## src/rtl/wb_pkg.sv

```systemverilog
// Shared types for the writeback commit queue.
// Entry payload layout and register constants.
package wb_pkg;

    localparam int WB_XLEN = 32;
    localparam logic [4:0] REG_X0 = 5'd0;

    typedef struct packed {
        logic                wr_reg;
        logic                rd_is_x1;
        logic                rd_is_xn;
        logic                wr_csrreg;
        logic                exp;
        logic [4:0]          regindex;
        logic [WB_XLEN-1:0]  wdata;
        logic [11:0]         csrindex;
        logic [WB_XLEN-1:0]  csrwdata;
    } wb_entry_t;

endpackage

```

## src/rtl/wb_fifo.sv

```systemverilog
// Generic in-order entry storage with push, pop and flush.
// Exposes every slot and its occupancy for scoreboarding.
module wb_fifo #(
    parameter int DEPTH = 4,
    parameter int W = 8,
    localparam int PW = $clog2(DEPTH),
    localparam int CW = $clog2(DEPTH + 1)
) (
    input  logic          clk,
    input  logic          rst,
    input  logic          push,
    input  logic          pop,
    input  logic          flush,
    input  logic [W-1:0]  din,
    output logic [W-1:0]  head,
    output logic [CW-1:0] count,
    output logic [W-1:0]  slots [DEPTH],
    output logic [DEPTH-1:0] vld
);

    logic [W-1:0]  mem [DEPTH];
    logic [PW-1:0] wr_ptr;
    logic [PW-1:0] rd_ptr;
    logic          do_push;
    logic          do_pop;
    logic [PW-1:0] off;

    assign do_push = push & (count != CW'(DEPTH));
    assign do_pop  = pop & (count != '0);
    assign head    = mem[rd_ptr];
    assign slots   = mem;

    // A slot is live when its distance from the read pointer is below count.
    always_comb begin
        vld = '0;
        off = '0;
        for (int i = 0; i < DEPTH; i++) begin
            off = PW'(i) - rd_ptr;
            vld[i] = (CW'(off) < count);
        end
    end

    always_ff @(posedge clk or posedge rst) begin
        if (rst) begin
            wr_ptr <= '0;
            rd_ptr <= '0;
            count  <= '0;
            for (int i = 0; i < DEPTH; i++) mem[i] <= '0;
        end else if (flush) begin
            wr_ptr <= '0;
            rd_ptr <= '0;
            count  <= '0;
        end else begin
            if (do_push) begin
                mem[wr_ptr] <= din;
                wr_ptr <= wr_ptr + 1'b1;
            end
            if (do_pop) rd_ptr <= rd_ptr + 1'b1;
            count <= count + CW'(do_push) - CW'(do_pop);
        end
    end

endmodule

```

## src/rtl/wb_commit_q.sv

```systemverilog
// In-order writeback commit queue with CSR stall, trap flush
// and a pending-GPR-write scoreboard for decode.
module wb_commit_q
    import wb_pkg::*;
#(
    parameter int XLEN = WB_XLEN,
    parameter int DEPTH = 4
) (
    input  logic             clk,
    input  logic             rst,
    input  logic             mem2wb_valid,
    output logic             mem2wb_ready,
    input  logic             mem2wb_wr_reg,
    input  logic             mem2wb_rd_is_x1,
    input  logic             mem2wb_rd_is_xn,
    input  logic             mem2wb_wr_csrreg,
    input  logic             mem2wb_exp,
    input  logic [4:0]       mem2wb_wr_regindex,
    input  logic [XLEN-1:0]  mem2wb_wr_wdata,
    input  logic [XLEN-1:0]  mem2wb_wr_csrwdata,
    input  logic [11:0]      mem2wb_wr_csrindex,
    input  logic             interrupt,
    input  logic             csrfile_ready,
    output logic             wb2regfile_wr_reg,
    output logic [4:0]       wb2regfile_wr_regindex,
    output logic [XLEN-1:0]  wb2regfile_wr_wdata,
    output logic             wb2regfile_rd_is_x1,
    output logic             wb2regfile_rd_is_xn,
    output logic             wb2csrfile_wr_reg,
    output logic [11:0]      wb2csrfile_wr_regindex,
    output logic [XLEN-1:0]  wb2csrfile_wr_wdata,
    output logic             wb2ctrl_trap,
    output logic [31:0]      wb_pending_mask
);

    localparam int W = $bits(wb_entry_t);
    localparam int CW = $clog2(DEPTH + 1);

    wb_entry_t       din;
    wb_entry_t       head;
    wb_entry_t       se;
    logic [W-1:0]    head_bits;
    logic [W-1:0]    slots [DEPTH];
    logic [DEPTH-1:0] vld;
    logic [CW-1:0]   count;
    logic            head_valid;
    logic            trap;
    logic            retire;
    logic            push;

    assign din.wr_reg    = mem2wb_wr_reg;
    assign din.rd_is_x1  = mem2wb_rd_is_x1;
    assign din.rd_is_xn  = mem2wb_rd_is_xn;
    assign din.wr_csrreg = mem2wb_wr_csrreg;
    assign din.exp       = mem2wb_exp;
    assign din.regindex  = mem2wb_wr_regindex;
    assign din.wdata     = mem2wb_wr_wdata;
    assign din.csrindex  = mem2wb_wr_csrindex;
    assign din.csrwdata  = mem2wb_wr_csrwdata;

    assign head_valid = (count != '0);
    assign head = head_valid ? wb_entry_t'(head_bits) : '0;
    assign trap = head_valid & (head.exp | interrupt);
    assign retire = head_valid & ~trap & (~head.wr_csrreg | csrfile_ready);

    // A trapping head squashes everything younger, including this cycle's offer.
    assign mem2wb_ready = (count != CW'(DEPTH));
    assign push = mem2wb_valid & mem2wb_ready & ~trap;

    wb_fifo #(.DEPTH(DEPTH), .W(W)) u_fifo (
        .clk   (clk),
        .rst   (rst),
        .push  (push),
        .pop   (retire),
        .flush (trap),
        .din   (din),
        .head  (head_bits),
        .count (count),
        .slots (slots),
        .vld   (vld)
    );

    assign wb2regfile_wr_reg      = retire & head.wr_reg & (head.regindex != REG_X0);
    assign wb2regfile_wr_regindex = head.regindex;
    assign wb2regfile_wr_wdata    = head.wdata;
    assign wb2regfile_rd_is_x1    = head.rd_is_x1;
    assign wb2regfile_rd_is_xn    = head.rd_is_xn;
    assign wb2csrfile_wr_reg      = retire & head.wr_csrreg;
    assign wb2csrfile_wr_regindex = head.csrindex;
    assign wb2csrfile_wr_wdata    = head.csrwdata;
    assign wb2ctrl_trap           = trap;

    always_comb begin
        wb_pending_mask = '0;
        se = '0;
        for (int s = 0; s < DEPTH; s++) begin
            se = wb_entry_t'(slots[s]);
            if (vld[s] & se.wr_reg) wb_pending_mask[se.regindex] = 1'b1;
        end
        wb_pending_mask[0] = 1'b0;
    end

endmodule

```

## config.mk

```make
export PLATFORM = sky130hd
export DESIGN_NAME = wb_commit_q
export DESIGN_NICKNAME = d
export VERILOG_FILES = /design/src/rtl/wb_pkg.sv /design/src/rtl/wb_fifo.sv /design/src/rtl/wb_commit_q.sv
export SDC_FILE = /design/constraint.sdc
export NUM_CORES = 1
export LEC_CHECK = 0
export ABC_AREA = 1
export ABC_CLOCK_PERIOD_IN_PS = 32800
export CORE_ASPECT_RATIO = 1.5
export CORE_MARGIN = 2
export CORE_UTILIZATION = 40
export DETAILED_ROUTE_END_ITERATION = 10
export GPL_TIMING_DRIVEN = 0
export PLACE_DENSITY = 0.68
export SYNTH_ARGS = -nofsm -noshare
export SYNTH_HDL_FRONTEND = slang
export SYNTH_SLANG_ARGS = --single-unit
```

## constraint.sdc

```tcl
create_clock -name clk -period 32.8 [get_ports clk]
set_clock_uncertainty 0.05 [all_clocks]
set_input_delay 9.84 -clock clk [delete_from_list [all_inputs] [get_ports clk]]
set_output_delay 9.84 -clock clk [all_outputs]
set_load 0.005 [all_outputs]
```

; Yosys cells after proc, flatten, opt, wreduce, memory -nomap -nowiden
; Index checks and enable logic that the tools add are counted.
[word_totals]
regBits = 351
in_bits = 91
output_inout_bits = 119
wordCells = 88
[op_classes]
n_addsub = 8
magnitude_cmp = 15
n_eq_ne = 1
n_mux = 24
bitwise_logic = 23
reduce_logical = 10
[op_table]
columns = op, count
row1 = 344-bit bitwise mux, 1
row2 = 86-bit 2-to-1 mux, 4
row3 = 86-bit binary-select mux with 2-bit select, 1
row4 = 86-bit demux with 2-bit select, 1
row5 = 32-bit 2-to-1 mux, 4
row6 = 32-bit bitwise OR, 3
row7 = "5-bit by 6-bit less-than comparator with 1-bit output, second input constant", 4
row8 = 1-bit demux with 5-bit select, 4
row9 = "5-bit by 1-bit greater-or-equal comparator with 1-bit output, second input constant", 4
row10 = 1-bit bitwise AND, 14
row11 = 2-bit by 3-bit less-than comparator with 1-bit output, 4
row12 = 2-bit 2-to-1 mux, 4
row13 = "3-bit greater-or-equal comparator, second input constant", 2
row14 = 2-bit inverter with 3-bit output, 2
row15 = 1-bit logical AND, 5
row16 = 5-bit nonzero test, 1
row17 = "2-bit by 1-bit adder with 2-bit output, second input constant", 2
row18 = 1-bit 2-to-1 mux, 4
row19 = 2-bit nonzero test, 2
row20 = "1-bit by 2-bit subtractor with 2-bit output, first input constant", 2
row21 = "2-bit subtractor, first input constant", 2
row22 = 3-bit by 1-bit adder with 3-bit output, 1
row23 = "3-bit by 1-bit less-than comparator with 1-bit output, second input constant", 1
row24 = 3-bit 2-to-1 mux, 1
row25 = 6 further kinds, 8

; Logic depth before layout (Yosys ltp)
; Gate-level depths: netlist of the first run.
[depth]
depth_word = 13
mapped_depth = 15
depth_no_buf = 15

; Cells and area by module
; Synthesis of the first run repeated with hierarchy kept, for this count alone.
[unflattened]
cells_unflattened = 2434
hier_area_um2 = 18333.8
[by_module_without_submodules]
columns = mod, n_inst, cells_per_inst, area_per_inst_um2, seq_area_each_um2
row1 = wb_fifo, 1, 1987, 16439.5, 8783.4
row2 = wb_commit_q, 1, 447, 1894.3, 0.0

; Least setup slack after synthesis of the first run
; No wires, ideal clock.
[synth_timing]
path_type = input port to output port
start = input port interrupt
end = output port wb2ctrl_trap
t_arrival_ns = 10.428
required_time_ns = 22.910
setup_slack_ns = 12.482
stages = 4
path_buffers = 2
path_cell_list = o21bai_2 buf_6 buf_2 inv_1
[synth_between]
elab_chain_len = 2
[synth_lines]
columns = element, line_no
row1 = "start, declared", wb_commit_q.sv:22  ; input logic interrupt,
row2 = 1-bit bitwise OR, wb_commit_q.sv:63  ; assign trap = head_valid & (head.exp | interrupt);
row3 = 1-bit bitwise AND, wb_commit_q.sv:63
row4 = "end, declared", wb_commit_q.sv:32  ; output logic wb2ctrl_trap,
; No other way between the ends.

; Final worst setup path of the first run
; Ends and elaborated chain as after synthesis.

==> results of run 1 <==
-- critical path: stages --
cell and delay [ns]:
clkdlybuf4s50_1 0.45, o21bai_2 0.34, buf_6 0.22, buf_2 0.29
inv_1 0.18, clkdlybuf4s50_1 0.48
-- logic make-up (layout without fill, tap and decap cells) --
kind of cell / count (synthesis) / count (layout) / share of synthesized area
other: 1 / 1 / 0.000210
XOR/XNOR: 2 / 2 / 0.000980
adder cells (fa/ha/maj): 11 / 11 / 0.00812
flip-flops: 351 / 351 / 0.491
AO/OA/AOI/OAI: 265 / 265 / 0.0965
AND/OR/NAND/NOR: 1354 / 1354 / 0.342
buffers and inverters: 266 / 540 / 0.0609
-- layout make-up --
class / count / area share
well taps: 576 / 0.0327
repair buffers: 211 / 0.0974
clock buffers: 48 / 0.0461
flip-flops and latches: 351 / 0.399
multi-input cells: 1633 / 0.364
inverters: 60 / 0.0106
clock inverters: 15 / 0.0109
plain buffers: 206 / 0.0392
-- cells in the mapped netlist --
cell type	n	area, um^2
a31oi_1	1	6.26
xor2_1	1	8.76
o21ai_0	6	30.0
a21oi_1	101	505
buf_6	1	11.3
clkbuf_1	126	473
xnor2_1	1	8.76
nand2_1	831	3120
and3_1	1	6.26
nor3_1	34	170
nand3_2	1	10.0
buf_4	1	7.51
a22oi_1	156	1170
or2_2	1	6.26
buf_1	15	56.3
inv_2	3	11.3
nor2_1	64	240
fa_1	1	20.0
buf_2	63	315
nand4_1	352	2200
ha_1	10	125
conb_1	1	3.75
and2_1	1	6.26
nor3_2	1	10.0
inv_1	57	214
o21bai_2	1	11.3
dfrtp_1	351	8780
nand3_1	68	340
-- flip-flops by register name (all words and copies together), names as in the netlist --
name / flops
u_fifo.slots: 344
u_fifo.count: 3
u_fifo.rd_ptr: 2
u_fifo.wr_ptr: 2
-- per-stage QoR --
| stage | util | std cells |
|---|---|---|
| finish | 0.500 | 3100 |
| global placement | 0.470 | 3034 |
| floorplan | - | 2250 |
| CTS | 0.500 | 3100 |
| detailed placement | 0.472 | 3037 |
| global route | 0.500 | 3100 |
-- worst max path at each step --
stage / startpoint / endpoint / slack, ns / cells past startpoint
after floorplan: interrupt / wb2ctrl_trap / 12.48 / 4
after global placement: rst / u_fifo.slots[4] / 9.05 / 2
after detailed placement: interrupt / wb2ctrl_trap / 11.12 / 6
after CTS: interrupt / wb2ctrl_trap / 11.11 / 6
after global routing: interrupt / wb2ctrl_trap / 11.05 / 6
final: interrupt / wb2ctrl_trap / 11.11 / 6
-- power by group --
group / total, mW / switching (mW) / internal [mW]
Sequential: 0.747 / 0.122 / 0.626
Clock: 0.443 / 0.178 / 0.265
Combinational: 1.09 / 0.711 / 0.378
-- metal layers --
metal	up-vias	global-route usage	share of wire
li1	8315	-	-
met2	943	0.490	0.50
met4	0	0.152	0.058
met1	8907	0.339	0.38
met3	204	0.0382	0.067
met5	-	0	0
==> run metrics, run 1 <==
standard cell area after detailed placement between 20000 and 25000 um^2; clock-pin slew on the worst setup and hold paths around 0.060 ns; vias in the first global route between 15000 and 20000; Post-Syn Nets roughly 2400; I/O Buffers between 200 and 250; standard-cell row count 94; Cell Pwr Density 104 nW/um^2; leak pwr ~10 nW; number of failing setup endpoints in the final timing report 0; H-Tree Level Count 2; Core Box Area approximately 44000 um^2; end point of the worst hold path u_fifo.slots[212]; floorplan die area roughly 46000 um^2; CP required about 23 ns; via-per-instance ratio around 5.9; total number of nets in the final design 2600; total overflow reported by the global router 0; final hold viol count 0; max-cap viol count 0; proportion of layout cells with a drive suffix above 1 0.0535; most used cells in the layout excluding fill and tap cells nand2_1, nand4_1, dfrtp_1; Die Span X roughly 180 um; count of different cell masters after synthesis 28; share of the yosys chip area belonging to registers 0.491; Hold Path Stages 2; average detailed-routed wire length per instance 21.5 um; crit path DAT approximately 12 ns; largest voltage drop on the vdd net about 53 uV; CTS tree done; maximum fanout along the worst path 10; r2r setup slk about 30 ns; count of yosys warnings during synthesis 0; root buf cell clkbuf_16; finished layout cell area 22000 um^2; path depth of the worst reg2reg path 12; wire length of the first global-routing pass between 100000 and 150000 um; diode insertion count for antenna repair 0; largest buffer count on any clock path 3; die span in y roughly 260 um; num ports 210; count of hold buffers inserted by post-cts repair 0; clock buffers created by TritonCTS 35; slew at the pin with the worst max-slew slack roughly 1.5 ns; clock latency reported for the late side of the worst-skew pair between 0.5 and 0.6 ns; Initial DRT Pass Iterations 6; initial antenna violation count 0; Antenna Violating Nets Remaining 0; most common library cell in the layout ignoring fill and taps nand2_1; synthesis-to-finish area growth 23.1%; post-CTS repair timing setup buffer count 0; half-perimeter wire length of the detailed placement result approximately 47000 um; #FFs+latches synth roughly 350; WL final 66700 um; Filler Cell Count ~4300; element type at the critical path start input port; type of the setup path with the least slack input port to output pin; combined area of the multi-input logic cells 8010 um^2; Vias between 15000 and 20000; Power Total 2.28 mW; Sequential cell area 8780 um^2; RSZ-0062 raised after global routing false; Placement Setup Slack approximately 11 ns; normalized max-slew margin 0.0244; outcome finished clean; maximum achievable frequency between 40 and 50 MHz; Gates resized, CTS repair 0; reg2reg start u_fifo.count[2]; minimum setup slack in the final design 11.11 ns; Period Utilization, post-route 0.661; placer congestion estimate 0.996; worst flop-to-flop path endpoint u_fifo.count[2]; element type at the critical path end output pin; clock sink count 351; global-route usage over all layers 0.283; pin count of the biggest net entering global routing 124; Tmin final 21.69 ns; DR DRC count 0; number of DRC violations after detailed-routing iteration 0 between 1500 and 2000; hold path startpoint u_fifo.slots[212]; hold crit path type flip-flop to flip-flop; post-route setup TNS 0 ns; fin. max-slew vios 0; number of instances in the synthesized netlist around 2300; summed instance area of the synthesized netlist 17900 um^2; final hold slack around 0.42 ns; Initial Util 0.406; syn avg cell area 7.94 um^2
No activity file was read; power rests on OpenSTA's default activity.
==> run 2: changes to the inputs <==
ABC_CLOCK_PERIOD_IN_PS = 18700   (was 32800)
PLACE_DENSITY = 0.71   (was 0.68)
clock period = 18.7 ns   (was 32.8 ns; I/O delays follow)
==> run 2 against run 1 <==
Utilization decreased by 0.094 points. Combinational power increased by 74%. First-iteration DRC count down 2.3%. Routed wire length down 1.5%. Sequential share of layout area grew 0.075 points. Register-to-register slack got worse by 14 ns. Clock power increased by 73%. Non-clock buffer count shrank 1. Largest cell class unchanged. Critical endpoint unchanged. Global-route usage shrank 0.090 points.
==> run metrics, run 2 (synthesis gave the netlist of run 1 again) <==
type of the setup path with the least slack input port to output pin; standard-cell row count 94; Inst Count DP a little over 3000; clock sink count around 350; vias in the first global route 18000; clock latency reported for the late side of the worst-skew pair about 0.53 ns; total overflow reported by the global router 0; most common library cell in the layout ignoring fill and taps nand2_1; max-cap viol count 0; CTS tree done; DR DRC count 0; total number of nets in the final design approximately 2600; final hold viol count 0; proportion of layout cells with a drive suffix above 1 0.0516; largest voltage drop on the vdd net ~100 uV; H-Tree Level Count 2; Period Utilization, post-route 0.704; r2r setup slk between 15 and 20 ns; Core Box Area about 44000 um^2; synthesis-to-finish area growth 22.9%; average detailed-routed wire length per instance about 21 um; Filler Cell Count 4257; final hold slack 0.423 ns; slew at the pin with the worst max-slew slack roughly 1.4 ns; clock-pin slew on the worst setup and hold paths around 0.060 ns; via-per-instance ratio 5.86; global-route usage over all layers 0.282; RSZ-0062 raised after global routing false; largest buffer count on any clock path 3; normalized max-slew margin 0.0581; placer congestion estimate approximately 0.98; root buf cell clkbuf_16; CP required between 10 and 15 ns; Initial Util 0.406; Vias 18100; outcome finished clean; clock buffers created by TritonCTS 34; Antenna Violating Nets Remaining 0; count of hold buffers inserted by post-cts repair 0; number of DRC violations after detailed-routing iteration 0 1806; half-perimeter wire length of the detailed placement result approximately 47000 um; num ports 210; Tmin final ~13 ns; element type at the critical path start input port; Gates resized, CTS repair 0; crit path DAT between 7 and 8 ns; Largest register FFs 344; leak pwr between 10 and 15 nW; Initial DRT Pass Iterations 5; WL final approximately 66000 um; most used cells in the layout excluding fill and tap cells nand2_1, nand4_1, dfrtp_1; I/O Buffers 208; pin count of the biggest net entering global routing approximately 130; initial antenna violation count 0; floorplan die area roughly 46000 um^2; die span in y about 260 um; maximum fanout along the worst path 10; hold crit path type flip-flop to flip-flop; number of failing setup endpoints in the final timing report 0; Die Span X roughly 180 um; fin. max-slew vios 0; Cell Pwr Density roughly 180 nW/um^2; number of standard cells in the final layout excluding fillers approximately 3100; wire length of the first global-routing pass slightly above 100000 um; element type at the critical path end output pin; post-CTS repair timing setup buffer count 0; maximum achievable frequency 75.9 MHz
run 2: final cells by class:
| type | instances | area, um^2 | area share |
|---|---|---|---|
| flip-flops and latches | 351 | 8780 | 0.400 |
| multi-input cells | 1633 | 8010 | 0.365 |
| repair buffers | 210 | 2140 | 0.0973 |
| clock buffers | 43 | 966 | 0.0440 |
| plain buffers | 206 | 863 | 0.0393 |
| well taps | 576 | 721 | 0.0328 |
| clock inverters | 14 | 253 | 0.0115 |
| inverters | 60 | 233 | 0.0106 |
| diodes | 1 | 2.50 | 0.000114 |
run 2: final timing paths:
check,to,depth (start not counted),startpoint
hold reg to reg,u_fifo.slots[246],2,u_fifo.slots[246]
setup / recovery,wb2ctrl_trap,6,interrupt
hold / removal,u_fifo.slots[246],2,u_fifo.slots[246]
min in group asynchronous,u_fifo.slots[141],2,rst
setup reg to reg,u_fifo.count[2],12,u_fifo.count[2]
max in group asynchronous,u_fifo.slots[2],3,rst
run 2: report_power, final:
group	leakage, nW	switching, mW	internal [mW]
logic	5.35	1.24	0.661
clock network	0.604	0.304	0.462
registers	4.46	0.215	1.10
run 2: critical path, cell delays in order:
cell,delay [ns]
clkdlybuf4s50_1,0.45
o21bai_2,0.30
buf_6,0.22
buf_2,0.28
inv_1,0.17
clkdlybuf4s50_1,0.48
run 2: metrics by stage:
stage	cell area, um^2	total power [mW]	setup WS, ns	utilization	TNS [ns]
6_report	22000	3.98	5.53	0.499	0
2_1_floorplan	17900	2.35	3.30	-	0
3_5_place_dp	20700	3.19	5.54	0.472	0
3_3_place_gp	20700	3.14	-0.792	0.470	-264.06
5_1_grt	22000	4.23	5.44	0.499	0
4_1_cts	22000	3.96	5.53	0.499	0
run 2: routing by layer:
metal	share of wire	GRT usage
met1	0.37	0.343
met2	0.50	0.475
met3	0.072	0.0396
met4	0.059	0.165
met5	0	0
